File: src/rtl/hazard_ctrl_mc_if.sv
`default_nettype none
// ============================================================================
// hazard_ctrl_mc_if : datapath <-> hazard controller signal bundle
// Rev 1.0
// ============================================================================
interface hazard_ctrl_mc_if #(
    parameter int REG_AW = 5,
    parameter int CNT_W  = 32
);
    logic [REG_AW-1:0] rs1_d;
    logic [REG_AW-1:0] rs2_d;
    logic [REG_AW-1:0] rs1_e;
    logic [REG_AW-1:0] rs2_e;
    logic [REG_AW-1:0] rd_e;
    logic [REG_AW-1:0] rd_m;
    logic [REG_AW-1:0] rd_w;
    logic [1:0]        wb_src_e;
    logic              regwrite_m;
    logic              regwrite_w;
    logic              mem_req_m;
    logic              pc_sel_e;
    logic              mdu_op_e;
    logic              mdu_done;

    logic              stall_f;
    logic              stall_d;
    logic              stall_e;
    logic              stall_m;
    logic              flush_d;
    logic              flush_e;
    logic              flush_m;
    logic              flush_w;
    logic              mdu_go;
    logic [1:0]        forward_a;
    logic [1:0]        forward_b;
    logic [CNT_W-1:0]  stall_cnt;
    logic [CNT_W-1:0]  flush_cnt;

    // Datapath side
    modport master (
        output rs1_d, rs2_d, rs1_e, rs2_e, rd_e, rd_m, rd_w, wb_src_e,
               regwrite_m, regwrite_w, mem_req_m, pc_sel_e, mdu_op_e, mdu_done,
        input  stall_f, stall_d, stall_e, stall_m, flush_d, flush_e, flush_m,
               flush_w, mdu_go, forward_a, forward_b, stall_cnt, flush_cnt
    );

    // Hazard controller side
    modport slave (
        input  rs1_d, rs2_d, rs1_e, rs2_e, rd_e, rd_m, rd_w, wb_src_e,
               regwrite_m, regwrite_w, mem_req_m, pc_sel_e, mdu_op_e, mdu_done,
        output stall_f, stall_d, stall_e, stall_m, flush_d, flush_e, flush_m,
               flush_w, mdu_go, forward_a, forward_b, stall_cnt, flush_cnt
    );
endinterface
`default_nettype wire

File: src/rtl/hazard_ctrl_mc.sv
`default_nettype none
// ============================================================================
// hazard_ctrl_mc : 5-stage hazard controller with memory wait states,
//                  MDU busy handshake and saturating perf counters
// Rev 1.0
// ============================================================================
module hazard_ctrl_mc #(
    parameter int REG_AW   = 5,
    parameter int MEM_WAIT = 0,
    parameter int CNT_W    = 32
) (
    input  logic             clk,
    input  logic             rst_n,
    hazard_ctrl_mc_if.slave  hz
);

    typedef enum logic [1:0] {
        ST_IDLE     = 2'd0,
        ST_MEM_WAIT = 2'd1,
        ST_MDU_BUSY = 2'd2
    } state_t;

    localparam int                c_wait_w      = (MEM_WAIT > 2) ? $clog2(MEM_WAIT) : 1;
    localparam int                c_wait_init_i = (MEM_WAIT >= 2) ? (MEM_WAIT - 2) : 0;
    localparam logic [c_wait_w-1:0] c_wait_init = c_wait_init_i[c_wait_w-1:0];

    state_t              r_state;
    state_t              w_state_nxt;
    logic [c_wait_w-1:0] r_cnt;
    logic [c_wait_w-1:0] w_cnt_nxt;
    logic                r_mem_ack;
    logic                w_mem_ack_nxt;
    logic [CNT_W-1:0]    r_stall_cnt;
    logic [CNT_W-1:0]    r_flush_cnt;
    logic [CNT_W-1:0]    w_stall_cnt_nxt;
    logic [CNT_W-1:0]    w_flush_cnt_nxt;

    logic w_mem_stall;
    logic w_mdu_go;
    logic w_mdu_stall;
    logic w_hold_e;
    logic w_load_use;
    logic w_branch;
    logic w_ack_set;
    logic w_stall_f;
    logic w_flush_d;
    logic [1:0] w_fwd_a;
    logic [1:0] w_fwd_b;

    // Operand forwarding: M result beats W result, x0 never forwarded
    always_comb begin
        w_fwd_a = 2'b00;
        w_fwd_b = 2'b00;
        if (rst_n) begin
            if (hz.rs1_e != '0 && hz.regwrite_m && hz.rs1_e == hz.rd_m)
                w_fwd_a = 2'b10;
            else if (hz.rs1_e != '0 && hz.regwrite_w && hz.rs1_e == hz.rd_w)
                w_fwd_a = 2'b01;
            if (hz.rs2_e != '0 && hz.regwrite_m && hz.rs2_e == hz.rd_m)
                w_fwd_b = 2'b10;
            else if (hz.rs2_e != '0 && hz.regwrite_w && hz.rs2_e == hz.rd_w)
                w_fwd_b = 2'b01;
        end
    end

    always_comb begin
        w_mem_stall = 1'b0;
        if (MEM_WAIT != 0)
            w_mem_stall = (r_state == ST_MEM_WAIT) ||
                          (r_state == ST_IDLE && hz.mem_req_m && !r_mem_ack);
        w_mdu_go    = (r_state == ST_IDLE) && !w_mem_stall && hz.mdu_op_e;
        w_mdu_stall = w_mdu_go || (r_state == ST_MDU_BUSY && !hz.mdu_done);
        w_hold_e    = w_mem_stall || w_mdu_stall;
        w_load_use  = (r_state == ST_IDLE) && !w_hold_e && (hz.wb_src_e == 2'b01) &&
                      (hz.rd_e != '0) && (hz.rd_e == hz.rs1_d || hz.rd_e == hz.rs2_d);
        // A held E stage defers the redirect until the release cycle
        w_branch    = hz.pc_sel_e && !w_hold_e;
        w_stall_f   = rst_n && (w_hold_e || (w_load_use && !w_branch));
        w_flush_d   = rst_n && w_branch;

        w_state_nxt = r_state;
        w_cnt_nxt   = r_cnt;
        w_ack_set   = 1'b0;
        case (r_state)
            ST_IDLE: begin
                if (w_mem_stall) begin
                    if (MEM_WAIT == 1) begin
                        w_ack_set = 1'b1;
                    end else begin
                        w_state_nxt = ST_MEM_WAIT;
                        w_cnt_nxt   = c_wait_init;
                    end
                end else if (w_mdu_go) begin
                    w_state_nxt = ST_MDU_BUSY;
                end
            end
            ST_MEM_WAIT: begin
                if (r_cnt == '0) begin
                    w_state_nxt = ST_IDLE;
                    w_ack_set   = 1'b1;
                end else begin
                    w_cnt_nxt = r_cnt - c_wait_w'(1);
                end
            end
            ST_MDU_BUSY: begin
                if (hz.mdu_done)
                    w_state_nxt = ST_IDLE;
            end
            default: w_state_nxt = ST_IDLE;
        endcase

        // The ack masks the still-present request for one cycle after the wait
        w_mem_ack_nxt = w_ack_set ? 1'b1 : (w_mem_stall ? r_mem_ack : 1'b0);

        w_stall_cnt_nxt = r_stall_cnt;
        w_flush_cnt_nxt = r_flush_cnt;
        if (w_stall_f && r_stall_cnt != '1)
            w_stall_cnt_nxt = r_stall_cnt + CNT_W'(1);
        if (w_flush_d && r_flush_cnt != '1)
            w_flush_cnt_nxt = r_flush_cnt + CNT_W'(1);
    end

    always_ff @(posedge clk) begin
        if (!rst_n) begin
            r_state     <= ST_IDLE;
            r_cnt       <= '0;
            r_mem_ack   <= 1'b0;
            r_stall_cnt <= '0;
            r_flush_cnt <= '0;
        end else begin
            r_state     <= w_state_nxt;
            r_cnt       <= w_cnt_nxt;
            r_mem_ack   <= w_mem_ack_nxt;
            r_stall_cnt <= w_stall_cnt_nxt;
            r_flush_cnt <= w_flush_cnt_nxt;
        end
    end

    assign hz.stall_f   = w_stall_f;
    assign hz.stall_d   = w_stall_f;
    assign hz.stall_e   = rst_n && w_hold_e;
    assign hz.stall_m   = rst_n && w_mem_stall;
    assign hz.flush_d   = w_flush_d;
    assign hz.flush_e   = rst_n && (w_branch || w_load_use);
    assign hz.flush_m   = rst_n && w_mdu_stall;
    assign hz.flush_w   = rst_n && w_mem_stall;
    assign hz.mdu_go    = rst_n && w_mdu_go;
    assign hz.forward_a = w_fwd_a;
    assign hz.forward_b = w_fwd_b;
    assign hz.stall_cnt = r_stall_cnt;
    assign hz.flush_cnt = r_flush_cnt;

endmodule
`default_nettype wire

File: src/flat_wrapper.sv
// flat-port wrapper written by rule: the top's interface ports become plain ports
module hazard_ctrl_mc_flat 
#(
    parameter int REG_AW   = 5,
    parameter int MEM_WAIT = 0,
    parameter int CNT_W    = 32
)
  (clk, rst_n, hz_rs1_d, hz_rs2_d, hz_rs1_e, hz_rs2_e, hz_rd_e, hz_rd_m, hz_rd_w, hz_wb_src_e, hz_regwrite_m, hz_regwrite_w, hz_mem_req_m, hz_pc_sel_e, hz_mdu_op_e, hz_mdu_done, hz_stall_f, hz_stall_d, hz_stall_e, hz_stall_m, hz_flush_d, hz_flush_e, hz_flush_m, hz_flush_w, hz_mdu_go, hz_forward_a, hz_forward_b, hz_stall_cnt, hz_flush_cnt);
  hazard_ctrl_mc_if #(.REG_AW(REG_AW), .CNT_W(CNT_W)) hz_i ();
  input  logic clk;
  input  logic rst_n;
  input wire logic [$bits(hz_i.rs1_d)-1:0] hz_rs1_d;
  input wire logic [$bits(hz_i.rs2_d)-1:0] hz_rs2_d;
  input wire logic [$bits(hz_i.rs1_e)-1:0] hz_rs1_e;
  input wire logic [$bits(hz_i.rs2_e)-1:0] hz_rs2_e;
  input wire logic [$bits(hz_i.rd_e)-1:0] hz_rd_e;
  input wire logic [$bits(hz_i.rd_m)-1:0] hz_rd_m;
  input wire logic [$bits(hz_i.rd_w)-1:0] hz_rd_w;
  input wire logic [$bits(hz_i.wb_src_e)-1:0] hz_wb_src_e;
  input wire logic [$bits(hz_i.regwrite_m)-1:0] hz_regwrite_m;
  input wire logic [$bits(hz_i.regwrite_w)-1:0] hz_regwrite_w;
  input wire logic [$bits(hz_i.mem_req_m)-1:0] hz_mem_req_m;
  input wire logic [$bits(hz_i.pc_sel_e)-1:0] hz_pc_sel_e;
  input wire logic [$bits(hz_i.mdu_op_e)-1:0] hz_mdu_op_e;
  input wire logic [$bits(hz_i.mdu_done)-1:0] hz_mdu_done;
  output wire logic [$bits(hz_i.stall_f)-1:0] hz_stall_f;
  output wire logic [$bits(hz_i.stall_d)-1:0] hz_stall_d;
  output wire logic [$bits(hz_i.stall_e)-1:0] hz_stall_e;
  output wire logic [$bits(hz_i.stall_m)-1:0] hz_stall_m;
  output wire logic [$bits(hz_i.flush_d)-1:0] hz_flush_d;
  output wire logic [$bits(hz_i.flush_e)-1:0] hz_flush_e;
  output wire logic [$bits(hz_i.flush_m)-1:0] hz_flush_m;
  output wire logic [$bits(hz_i.flush_w)-1:0] hz_flush_w;
  output wire logic [$bits(hz_i.mdu_go)-1:0] hz_mdu_go;
  output wire logic [$bits(hz_i.forward_a)-1:0] hz_forward_a;
  output wire logic [$bits(hz_i.forward_b)-1:0] hz_forward_b;
  output wire logic [$bits(hz_i.stall_cnt)-1:0] hz_stall_cnt;
  output wire logic [$bits(hz_i.flush_cnt)-1:0] hz_flush_cnt;
  assign hz_i.rs1_d = hz_rs1_d;
  assign hz_i.rs2_d = hz_rs2_d;
  assign hz_i.rs1_e = hz_rs1_e;
  assign hz_i.rs2_e = hz_rs2_e;
  assign hz_i.rd_e = hz_rd_e;
  assign hz_i.rd_m = hz_rd_m;
  assign hz_i.rd_w = hz_rd_w;
  assign hz_i.wb_src_e = hz_wb_src_e;
  assign hz_i.regwrite_m = hz_regwrite_m;
  assign hz_i.regwrite_w = hz_regwrite_w;
  assign hz_i.mem_req_m = hz_mem_req_m;
  assign hz_i.pc_sel_e = hz_pc_sel_e;
  assign hz_i.mdu_op_e = hz_mdu_op_e;
  assign hz_i.mdu_done = hz_mdu_done;
  assign hz_stall_f = hz_i.stall_f;
  assign hz_stall_d = hz_i.stall_d;
  assign hz_stall_e = hz_i.stall_e;
  assign hz_stall_m = hz_i.stall_m;
  assign hz_flush_d = hz_i.flush_d;
  assign hz_flush_e = hz_i.flush_e;
  assign hz_flush_m = hz_i.flush_m;
  assign hz_flush_w = hz_i.flush_w;
  assign hz_mdu_go = hz_i.mdu_go;
  assign hz_forward_a = hz_i.forward_a;
  assign hz_forward_b = hz_i.forward_b;
  assign hz_stall_cnt = hz_i.stall_cnt;
  assign hz_flush_cnt = hz_i.flush_cnt;
  hazard_ctrl_mc #(.REG_AW(REG_AW), .MEM_WAIT(MEM_WAIT), .CNT_W(CNT_W)) u_core (.clk(clk), .rst_n(rst_n), .hz(hz_i));
endmodule
File: config.mk
export PLATFORM = sky130hd
export DESIGN_NAME = hazard_ctrl_mc_flat
export DESIGN_NICKNAME = d
export VERILOG_FILES = /design/src/rtl/hazard_ctrl_mc_if.sv /design/src/rtl/hazard_ctrl_mc.sv /design/src/flat_wrapper.sv
export SDC_FILE = /design/constraint.sdc
export NUM_CORES = 1
export LEC_CHECK = 0
export CAP_MARGIN = 25
export CORE_MARGIN = 2
export CORE_UTILIZATION = 42
export DETAILED_ROUTE_END_ITERATION = 8
export PLACE_DENSITY_LB_ADDON = 0.08
export REMOVE_ABC_BUFFERS = 1
export SYNTH_ARGS = -nofsm -noshare
export SYNTH_HDL_FRONTEND = slang
export SYNTH_SLANG_ARGS = --single-unit
File: constraint.sdc
create_clock -name clk -period 2.1 [get_ports clk]
set_input_delay 0.21 -clock clk [delete_from_list [all_inputs] [get_ports clk]]
set_output_delay 0.21 -clock clk [all_outputs]
set_load 0.01 [all_outputs]
* Word-level counts from Yosys, hierarchy flattened
Cells that the tools add are included.
Cells by class: reductions and logical operators 35, equal/unequal tests 14, add/sub/neg operators 3, mux-type cells 11
Operators by type and width (count):
- $add A32 B1 Y32 const B | 2
- $ne A32 B32 Y1 const B | 2
- $eq A5 B5 Y1 | 6
- $logic_and A1 B1 Y1 | 23
- $reduce_bool A5 Y1 | 3
- $mux W2 | 7
- $pmux W2 S3 | 1
- $eq A2 B1 Y1 const B | 2
- $logic_or A1 B1 Y1 | 4
- $ne A2 B2 Y1 const B | 2
- $logic_not A1 Y1 | 3
- $mux W1 | 3
- $reduce_and A3 Y1 | 1
- $eq A2 B2 Y1 const B | 1
- $logic_not A2 Y1 | 1
- $ne A2 B1 Y1 const B | 1
- $sub A1 B1 Y1 const B | 1
Word-level totals: register bits after elaboration 67, input bits 45

* Longest topological paths before layout
Gate-level depths: netlist of the first run.
depth after elaboration 12, gate-level depth with buffers 9

* Worst setup path after synthesis of the first run
Ideal clock, no wire load.
path type reg2reg, from reg u_core.r_flush_cnt[0] (netlist: u_core.hz.flush_cnt[0]), to reg u_core.r_flush_cnt[8] (netlist: u_core.hz.flush_cnt[8]), setup slack -9 ps, data required time 1972 ps, period minus slack after synthesis 2109 ps, arrival time 1982 ps, stages on the path, launching flop included 9, cell sequence dfxtp_1 -> ha_1 -> nand3_1 -> or4_4 -> o31a_1 -> buf_2 -> nand4_1 -> xor2_1 -> nor2_1
Between the ends: word-level cells in the longest chain between the ends 2, elaborated cells on any way between the ends 3, those cells by class 1 x add/sub; 1 x eq/ne; 1 x reduce/logical
Ends and longest elaborated chain:
- start, declared | line hazard_ctrl_mc.sv:34 | logic [CNT_W-1:0] r_flush_cnt;
- start signal, assigned | line hazard_ctrl_mc.sv:135 | r_flush_cnt <= w_flush_cnt_nxt;
- parallel branches: the longest is 2 deep, another holds $add A32 B1 Y32
Several ways; the timed one is not identified. A chain may end at the register's enable or synchronous reset.

* Worst setup path in the final report of the first run
from in hz_wb_src_e[1], to reg u_core.r_stall_cnt[29] (netlist: u_core.hz.stall_cnt[29])
Between the ends: word-level cells in the longest chain between the ends 8
Ends and longest elaborated chain:
- start, declared | line flat_wrapper.sv:19 | input wire logic [$bits(hz_i.wb_src_e)-1:0] hz_wb_src_e;
- $eq A2 B1 Y1 | line hazard_ctrl_mc.sv:74 | w_load_use = (r_state == ST_IDLE) && !w_hold_e && (hz.wb_src_e == 2'b01) &&
- $logic_and A1 B1 Y1 (2 in series) | line hazard_ctrl_mc.sv:74
- $logic_and A1 B1 Y1 | line hazard_ctrl_mc.sv:75 | (hz.rd_e != '0) && (hz.rd_e == hz.rs1_d || hz.rd_e == hz.rs2_d);
- $logic_and A1 B1 Y1 | line hazard_ctrl_mc.sv:78 | w_stall_f = rst_n && (w_hold_e || (w_load_use && !w_branch));
- $logic_or A1 B1 Y1 | line hazard_ctrl_mc.sv:78
- $logic_and A1 B1 Y1 | line hazard_ctrl_mc.sv:78
- $logic_and A1 B1 Y1 | line hazard_ctrl_mc.sv:117 | if (w_stall_f && r_stall_cnt != '1)
- end signal, assigned | line hazard_ctrl_mc.sv:134 | r_stall_cnt <= w_stall_cnt_nxt;
- end, declared | line hazard_ctrl_mc.sv:33 | logic [CNT_W-1:0] r_stall_cnt;
Every way passes these cells.

==> metrics list, run 1 <==
- The run finished with clean final reports.
* Critical Path Source Type: primary input
- For flop-to-flop paths, the worst setup slack is 0.03 ns.
- The clock net in this run drives a total of 65 sinks.
- Yosys mapped a number of flops with a built-in enable equal to 0.
- Buffers inserted to repair hold after CTS numbered 0.
- A synthesized cell averages 8.25 µm².
- The critical path ends at u_core.hz.stall_cnt[29].
- For this configuration, the core starts out at a cell density of 42.6%.
* Endpoint of the worst-slack reg-to-reg timing path: u_core.hz.stall_cnt[29]
- Io pins: 122
- Shortest period the worst path allows: 2.08 ns
* Cell repeated most along the worst path: buf_4
- The region available for standard cell placement spans 0.00859 mm².
* Synthesis Warnings: 0
* Post-synth top flop: dfxtp_1
* Number of buffers between clock root and the deepest sink: 2
- Before CTS, the worst setup slack after placement is -0.417 ns.
* Routability congestion estimate: 0.873
- Clock-pin slew was measured on the worst setup and hold paths at 0.08 ns.
* Slack of the critical path: 0.0226 ns
- R2R Path Start: u_core.r_state[1]
- Global-route wire length before repair: 19.0 mm
* Total via count in the routed design: 4227
- The final hold violation count is 0.
- Wires add up to 11.8 mm.
- Area fraction of the dominant cell type after synthesis: 35.5%
- Final critical-path share of the clock period: 98.9%
- Count of buffers from port buffering: 118
- Launching element of the worst setup path: hz_wb_src_e[1]
- Tot GR Track Use: 24.0%
- Data on the critical path arrives at its endpoint at 2.29 ns.
- Number of antenna violations at the first check in global routing: 0
* Vias per cell: 5.46
- The later pin in the worst-skew pair is clocked with a latency of 0.35 ns.
- Cells traversed along the worst timing path: clkdlybuf4s50_1 -> nor4b_2 -> o211ai_1 -> o21ai_1 -> nand3_2 -> buf_4 -> clkbuf_16 -> buf_4 -> o31ai_1 -> a21oi_1
- Layout cell share with drive strength beyond 1: 26.0%
- By area the synthesized netlist is led by dfxtp_1, xnor2_1, nand4_1.
- Crit path max fanout: 7
- For this run, the slowest stage of the critical path takes 0.42 ns.
* Summed instance area of the synthesized netlist: 0.00366 mm²
- Number of buffers created by CTS: 9
* Worst path slowest cell: clkdlybuf4s50_1
- Worst Path Required: 2.32 ns
- Sequential-to-total area share from yosys stat: 35.5%
- Unrepaired setup endpoints after global routing: yes
- Across the VDD grid, the largest voltage drop is 0.348 mV.
- The min-delay analysis places its worst path in the category in2reg.
- Number of optimization iterations in the first detailed-route pass: 4
* Count of cell types in the netlist: 54
- The library cells used most frequently in the layout, excluding fill and tap cells, are buf_4, clkdlybuf4s50_1, dfxtp_1, nand2_1, a21oi_1.
* CP Class: in2reg
- Die height: 97.4 µm
- Between clock sinks in the finished design, the worst skew comes to 0.0112 ns.
* Leakage power of the design: 0.00229 µW
- Horiz. Die Dim: 97.4 µm
- The HPWL after detailed placement is 8.66 mm.
* Pwr/cell area: 444 mW/mm²
- Fill cells in the final layout number 681.
- After detailed routing, the average wire length per cell comes to 15.2 µm.
* Core Rows: 34
* Final Core Density: 70.7%
- Setup violations remaining at the end of the flow were counted as 0.
* Share of flip-flops with an asynchronous set or reset after synthesis: 0%
- The die covers 0.00949 mm².
- The library cell used most frequently in the layout, excluding fill and tap cells, is buf_4.
* Number of DRC violations after detailed-routing iteration 0: 96
- Across the run, the number of max-cap violations was 0.
- Setup crit end kind: flip-flop
* Syn-to-layout area delta: 65.9%
* Depth of the most critical reg-to-reg path: 9
- CTS tree: done
- For this run, design rule violations remaining after detail routing come to 0.
- The detail route stage leaves a number of antenna-violating nets equal to 0.
* Via count of the first global-routing pass: 4171
- Maximum number of pins on one net before global-route repair: 35
- The repair_antennas step left the layout with diodes totalling 0.
* Syn Inst Count: 444
* Final nets: 708
* Hold depth: 4
* H-tree levels: 3
- In this run, synthesis produced a sequential element count of 65.
- Fin. max-slew vios: 0
- Summed over all layers, the global routing overflow is 0.
- In this run the clock root is driven by a clkbuf_8.
* Top cell type by total area after synthesis: dfxtp_1
- Static timing analysis puts the maximum clock frequency at 481 MHz.
-- cell families (layout without fill, tap and decap cells) --
logic type	Yosys count	after routing	share of synthesized area, %
adder cells (fa/ha/maj)	2	2	0.683
AO/OA/AOI/OAI	92	92	15.5
XOR/XNOR	46	46	11.0
other	1	2	0.102
multiplexers	3	3	0.819
flip-flops	65	65	35.5
AND/OR/NAND/NOR	203	203	32.3
buffers and inverters	32	253	4.13
-- worst max-delay path, delay by kind of cell --
| family | cells | cell delay [ns] |
|---|---|---|
| buffers and inverters | 4 | 0.89 |
| AND/OR/NAND/NOR | 2 | 0.46 |
| AO/OA/AOI/OAI | 4 | 0.73 |
-- per-layer routing --
| layer | GRT usage [%] | wire length, µm | vias up | share of wire [%] |
|---|---|---|---|---|
| met4 | 7.16 | 243 | 0 | 2.1 |
| met2 | 42.0 | 6020 | 110 | 51 |
| met5 | 0 | 0 | - | 0 |
| met1 | 29.5 | 5030 | 2006 | 43 |
| li1 | - | - | 2086 | - |
| met3 | 5.04 | 470 | 25 | 4.0 |
-- cells in the mapped netlist (4+ instances only) --
cell type / number
or3_1: 22
inv_1: 11
or4_1: 13
nor4_1: 10
and2_1: 4
dfxtp_1: 65
o31ai_1: 15
clkbuf_1: 8
o211ai_1: 8
nor3_1: 6
nor2_1: 28
buf_4: 7
xor2_1: 16
and4_1: 6
nand3_1: 24
nand4_1: 27
xnor2_1: 30
nand2b_1: 4
and3_1: 8
o21ai_0: 23
nand2_1: 36
a21oi_1: 30
buf_2: 4
-- what timing repair did --
action                     in CTS  in global routing
resized for setup              32                 44
setup buffers                   3                  5
pin swaps                       8                 18
gates cloned                    0                  1
setup endpoints to repair      20                 56
-- worst min path at each step --
stage          slack (ns)                    start                       to
3_5_place_dp         0.49  u_core.hz.stall_cnt[21]  u_core.hz.stall_cnt[21]
6_report             0.41              hz_mdu_op_e        u_core.r_state[1]
5_1_grt              0.44              hz_mdu_op_e        u_core.r_state[1]
2_1_floorplan        0.33                    rst_n   u_core.hz.stall_cnt[8]
4_1_cts              0.50  u_core.hz.stall_cnt[21]  u_core.hz.stall_cnt[21]
3_3_place_gp         0.48  u_core.hz.flush_cnt[18]  u_core.hz.flush_cnt[18]
-- per-stage QoR --
| step | area (µm²) | std cells | total power, µW | TNS, ns | hold slack [ns] |
|---|---|---|---|---|---|
| floorplan | 3560 | 425 | 1390 | -12.05 | 0.328 |
| global placement | 5630 | 749 | 1610 | -11.12 | 0.482 |
| detailed placement | 5630 | 749 | 1620 | -12.11 | 0.487 |
| CTS | 5850 | 768 | 2680 | 0 | 0.496 |
| global route | 6080 | 774 | 2790 | -0.339 | 0.444 |
| finish | 6080 | 774 | 2700 | 0 | 0.408 |
-- flip-flops by register name, indices dropped and copies added, names as in the netlist --
name                 count
u_core.hz.stall_cnt     32
u_core.hz.flush_cnt     32
u_core.r_state           1
-- where the power goes --
group,internal [µW],total (µW),switching (µW)
logic,205,371,167
clock network,577,1080,506
registers,1240,1240,4.19
total,2020,2700,677
-- area by class of cell --
type,count,area [µm²],area share (%)
clock buffers,11,141,2.33
flip-flops and latches,65,1310,21.6
multi-input cells,348,2370,39.0
inverters,12,45.0,0.741
well taps,108,135,2.22
repair buffers,225,2020,33.2
clock inverters,5,55.1,0.906
Note: power is estimated with default switching activity, not from simulation.
==> run 2, diff against run 1 <==
--- a/config.mk
+++ b/config.mk
@@ -9,6 +9,7 @@
 export CORE_MARGIN = 2
 export CORE_UTILIZATION = 42
 export DETAILED_ROUTE_END_ITERATION = 8
+export HOLD_SLACK_MARGIN = 0.15
 export PLACE_DENSITY_LB_ADDON = 0.08
 export REMOVE_ABC_BUFFERS = 1
 export SYNTH_ARGS = -nofsm -noshare
==> results of run 2 <==
No change in the layout: final DEF, timing and power equal those of run 1.
==> run 3, diff against run 2 <==
==> constraint.sdc (replaced) <==
create_clock -name clk -period 1.9 [get_ports clk]
set_input_delay 0.19 -clock clk [delete_from_list [all_inputs] [get_ports clk]]
set_output_delay 0.19 -clock clk [all_outputs]
set_load 0.01 [all_outputs]
==> run 3 against run 2 <==
Net effect:
- clock skew up 0.0081 ns
- routed wire length is 34% higher
- largest cell class unchanged
- largest power group is now the clock network
- utilization grew 12 points
- flip-flop and latch count is the same
- worst setup slack got worse by 0.32 ns
- die area is the same
- sequential share of layout area is 2.7 points lower
- via count is 14% higher
- the flow now finishes with violations (negative setup slack)
- design area up 16%
==> metrics list, run 3 (synthesis gave the netlist of run 1 again) <==
* Worst skew pair latency: 0.36 ns (about the same)
* CTS clk-pin slew, worst paths: 0.09 ns (about the same)
- Io pins: 122 (unchanged)
* Count of buffers from port buffering: 118 (unchanged)
* Number of diodes added for antenna fixing: 0 (unchanged)
- Walking the worst path, the cells encountered are nand4_4 -> or4_4 -> buf_6 -> a21oi_4 -> nand2_1 -> or3_1 -> a21oi_1.
- CTS tree: done
* Internal reg-to-reg setup slack: -0.30 ns (-0.33 ns)
- Die height: 97.4 µm (unchanged)
- Seq. cell area: 0.00134 mm² (+1.9%)
- The share of post-route cells with drive strength above 1 is 43.6% (+18 points).
- Number of DRC violations after detailed-routing iteration 0: 215 (+120%)
* Area enclosed by the die boundary: 0.00949 mm² (unchanged)
* Pwr/cell area: 477 mW/mm² (+7.6%)
- Worst IR Drop VDD: 0.443 mV (+27%)
* Routability congestion estimate: 0.896 (+2.6%)
- Max-capacitance violation count: 0 (unchanged)
- The run finished, with violations left.
* Total core area: 0.00859 mm² (unchanged)
* Number of placed instances with taps included: 776 (+3.6%)
* CTS sink count: 65 (unchanged)
- The total power consumption of the routed design came to 3370 µW (+25%).
- From synthesis to final layout, the design area changed by 92.8%.
- Based on the critical path, the design can be clocked at up to 454 MHz.
* Maximum number of pins on one net before global-route repair: 35 (unchanged)
* Critical Path Source Type: flip-flop
- The total clock buffers created by CTS was 9 (unchanged).
- The x dimension of the die is 97.4 µm (unchanged).
- The count of vias placed by the detailed router came to 4813 (+14%).
- Final nets: 765 (+8.1%)
- Total area of multi-input combinational cells: 0.00282 mm² (+19%)
- Leakage power of the design: 0.00276 µW (+20%)
- Clock Tree Root: clkbuf_8
- Initial cell density of the core: 42.6% (unchanged)
- Setup repair after global routing could not meet its margin everywhere.
- Worst path buffer plus inverter count: 1 (-3)
- The total grt overflow was 0 (unchanged).
- Worst path slowest cell: or4_4
- The number of antenna violations at the first check in global routing came to 0 (unchanged).
* Delay of the slowest cell on the worst path: 0.60 ns (+0.18 ns)
- Sum of routed wire length over all layers: 15.8 mm (+34%)
* # DRC: 0 (unchanged)
- STA classifies the critical path endpoint as a flip-flop.
* Slack of the critical path: -0.301 ns (-0.324 ns)
- Violated checks: negative setup slack
- Vias per cell: 5.79 (+6.1%)
* Number of buffers between clock root and the deepest sink: 2 (unchanged)
- Final hold viol count: 0 (unchanged)
* Shortest period the worst path allows: 2.20 ns
- The critical path is of the reg2reg type.
* Arrival time of the worst setup path: 2.46 ns (+0.17 ns)
- The via count of the first global-routing pass came to 4689 (+12%).
- Final critical-path share of the clock period: 116%
- The number of hold buffers added after cts was 0 (unchanged).
- Number of optimization iterations in the first detailed-route pass: 6 (+2)
- Count of fill cells added during filler insertion: 517 (-24%)
* H-tree levels: 3 (unchanged)
- Most common library cell in the layout ignoring fill and taps: buf_4
- Clock Skew: 0.0193 ns (+0.00807 ns)
- Number of nets with antenna violations after detailed routing: 0 (unchanged)
* Routed WL per cell: 19.0 µm (+25%)
- Worst Path Required: 2.16 ns (-0.16 ns)
* Post-route worst hold slack: 0.474 ns (+0.0661 ns)
- Global-route wire length before repair: 22.5 mm (+18%)
- Number of standard cells in the layout, taps in and fillers out: 831 (+7.4%)
- The number of placement rows came to 34 (unchanged).
- Crit path max fanout: 5 (-2)
- HPWL after detailed placement: 9.05 mm (+4.5%)
* Tot GR Track Use: 29.0% (+5.1 points)
* Final number of setup-violating endpoints: 41 (+41)
* Fin. max-slew vios: 0 (unchanged)
- Worst min path class: reg2reg
* Highest-count cells in the layout ignoring fill and taps: buf_4, clkdlybuf4s50_1, dfxtp_1, nand2_1, dfxtp_2
- In this design, the largest share of critical-path delay is due to simple AND/OR/NAND/NOR gates.
==> run 3: cell count changes in the layout (fill, tap and decap cells not counted), sizes merged <==
cell	delta
bufinv	+2
buf	+62
dlymetal6s2s	-3
inv	+1
dlygate4sd2	+6
clkdlybuf4s50	-9
o31a	+1
clkinv	-1
clkinvlp	-1
clkdlybuf4s15	-1
==> run 3: layer usage <==
layer  part of all wire (%)  track usage (%)
met1                     38             32.8
met2                     53             51.7
met3                    6.1             6.33
met4                    3.2             13.6
met5                      0                0
==> run 3: cell type report <==
type,instances,area share (%)
inverters,12,0.673
repair buffers,281,35.1
well taps,108,1.91
multi-input cells,349,39.9
clock buffers,10,1.81
clock inverters,6,1.63
flip-flops and latches,65,18.9
==> run 3: path summary, 6_finish.rpt <==
check | start | end | cells past startpoint
setup / recovery | u_core.hz.stall_cnt[6] | u_core.hz.stall_cnt[16] | 7
setup reg to reg | u_core.hz.stall_cnt[6] | u_core.hz.stall_cnt[16] | 7
hold reg to reg | u_core.hz.flush_cnt[31] | u_core.hz.flush_cnt[31] | 1
hold / removal | u_core.hz.flush_cnt[31] | u_core.hz.flush_cnt[31] | 1
==> run 3: worst register-to-register path: stages (launching register included) <==
cell,delay [ns]
dfxtp_2,0.37
nand4_4,0.15
or4_4,0.60
buf_6,0.15
a21oi_4,0.15
nand2_1,0.12
or3_1,0.35
a21oi_1,0.22
==> run 3: per-stage QoR <==
stage	instance area, µm²	setup TNS (ns)	utilization, %	setup slack (ns)
4_1_cts	6620	-1.59	77.0	-0.127
3_3_place_gp	5840	-22.78	68.0	-0.546
5_1_grt	7070	-6.93	82.2	-0.329
6_report	7070	-3.48	82.2	-0.301
2_1_floorplan	3560	-21.26	-	-0.902
3_5_place_dp	5840	-25.48	68.0	-0.602
==> run 3: power by group <==
| part | total, µW | switching (µW) | internal [µW] |
|---|---|---|---|
| Combinational | 503 | 239 | 264 |
| Clock | 1500 | 617 | 880 |
| Sequential | 1370 | 5.10 | 1370 |
| Total | 3370 | 862 | 2510 |
==> run 3: timing repair <==
| item | in CTS | in global routing |
|---|---|---|
| endpoints found under the setup margin | 73 | 70 |
| buffers inserted | 25 | 15 |
| gates resized for setup | 128 | 108 |
| pin swaps | 61 | 54 |
| cloned | 3 | 1 |
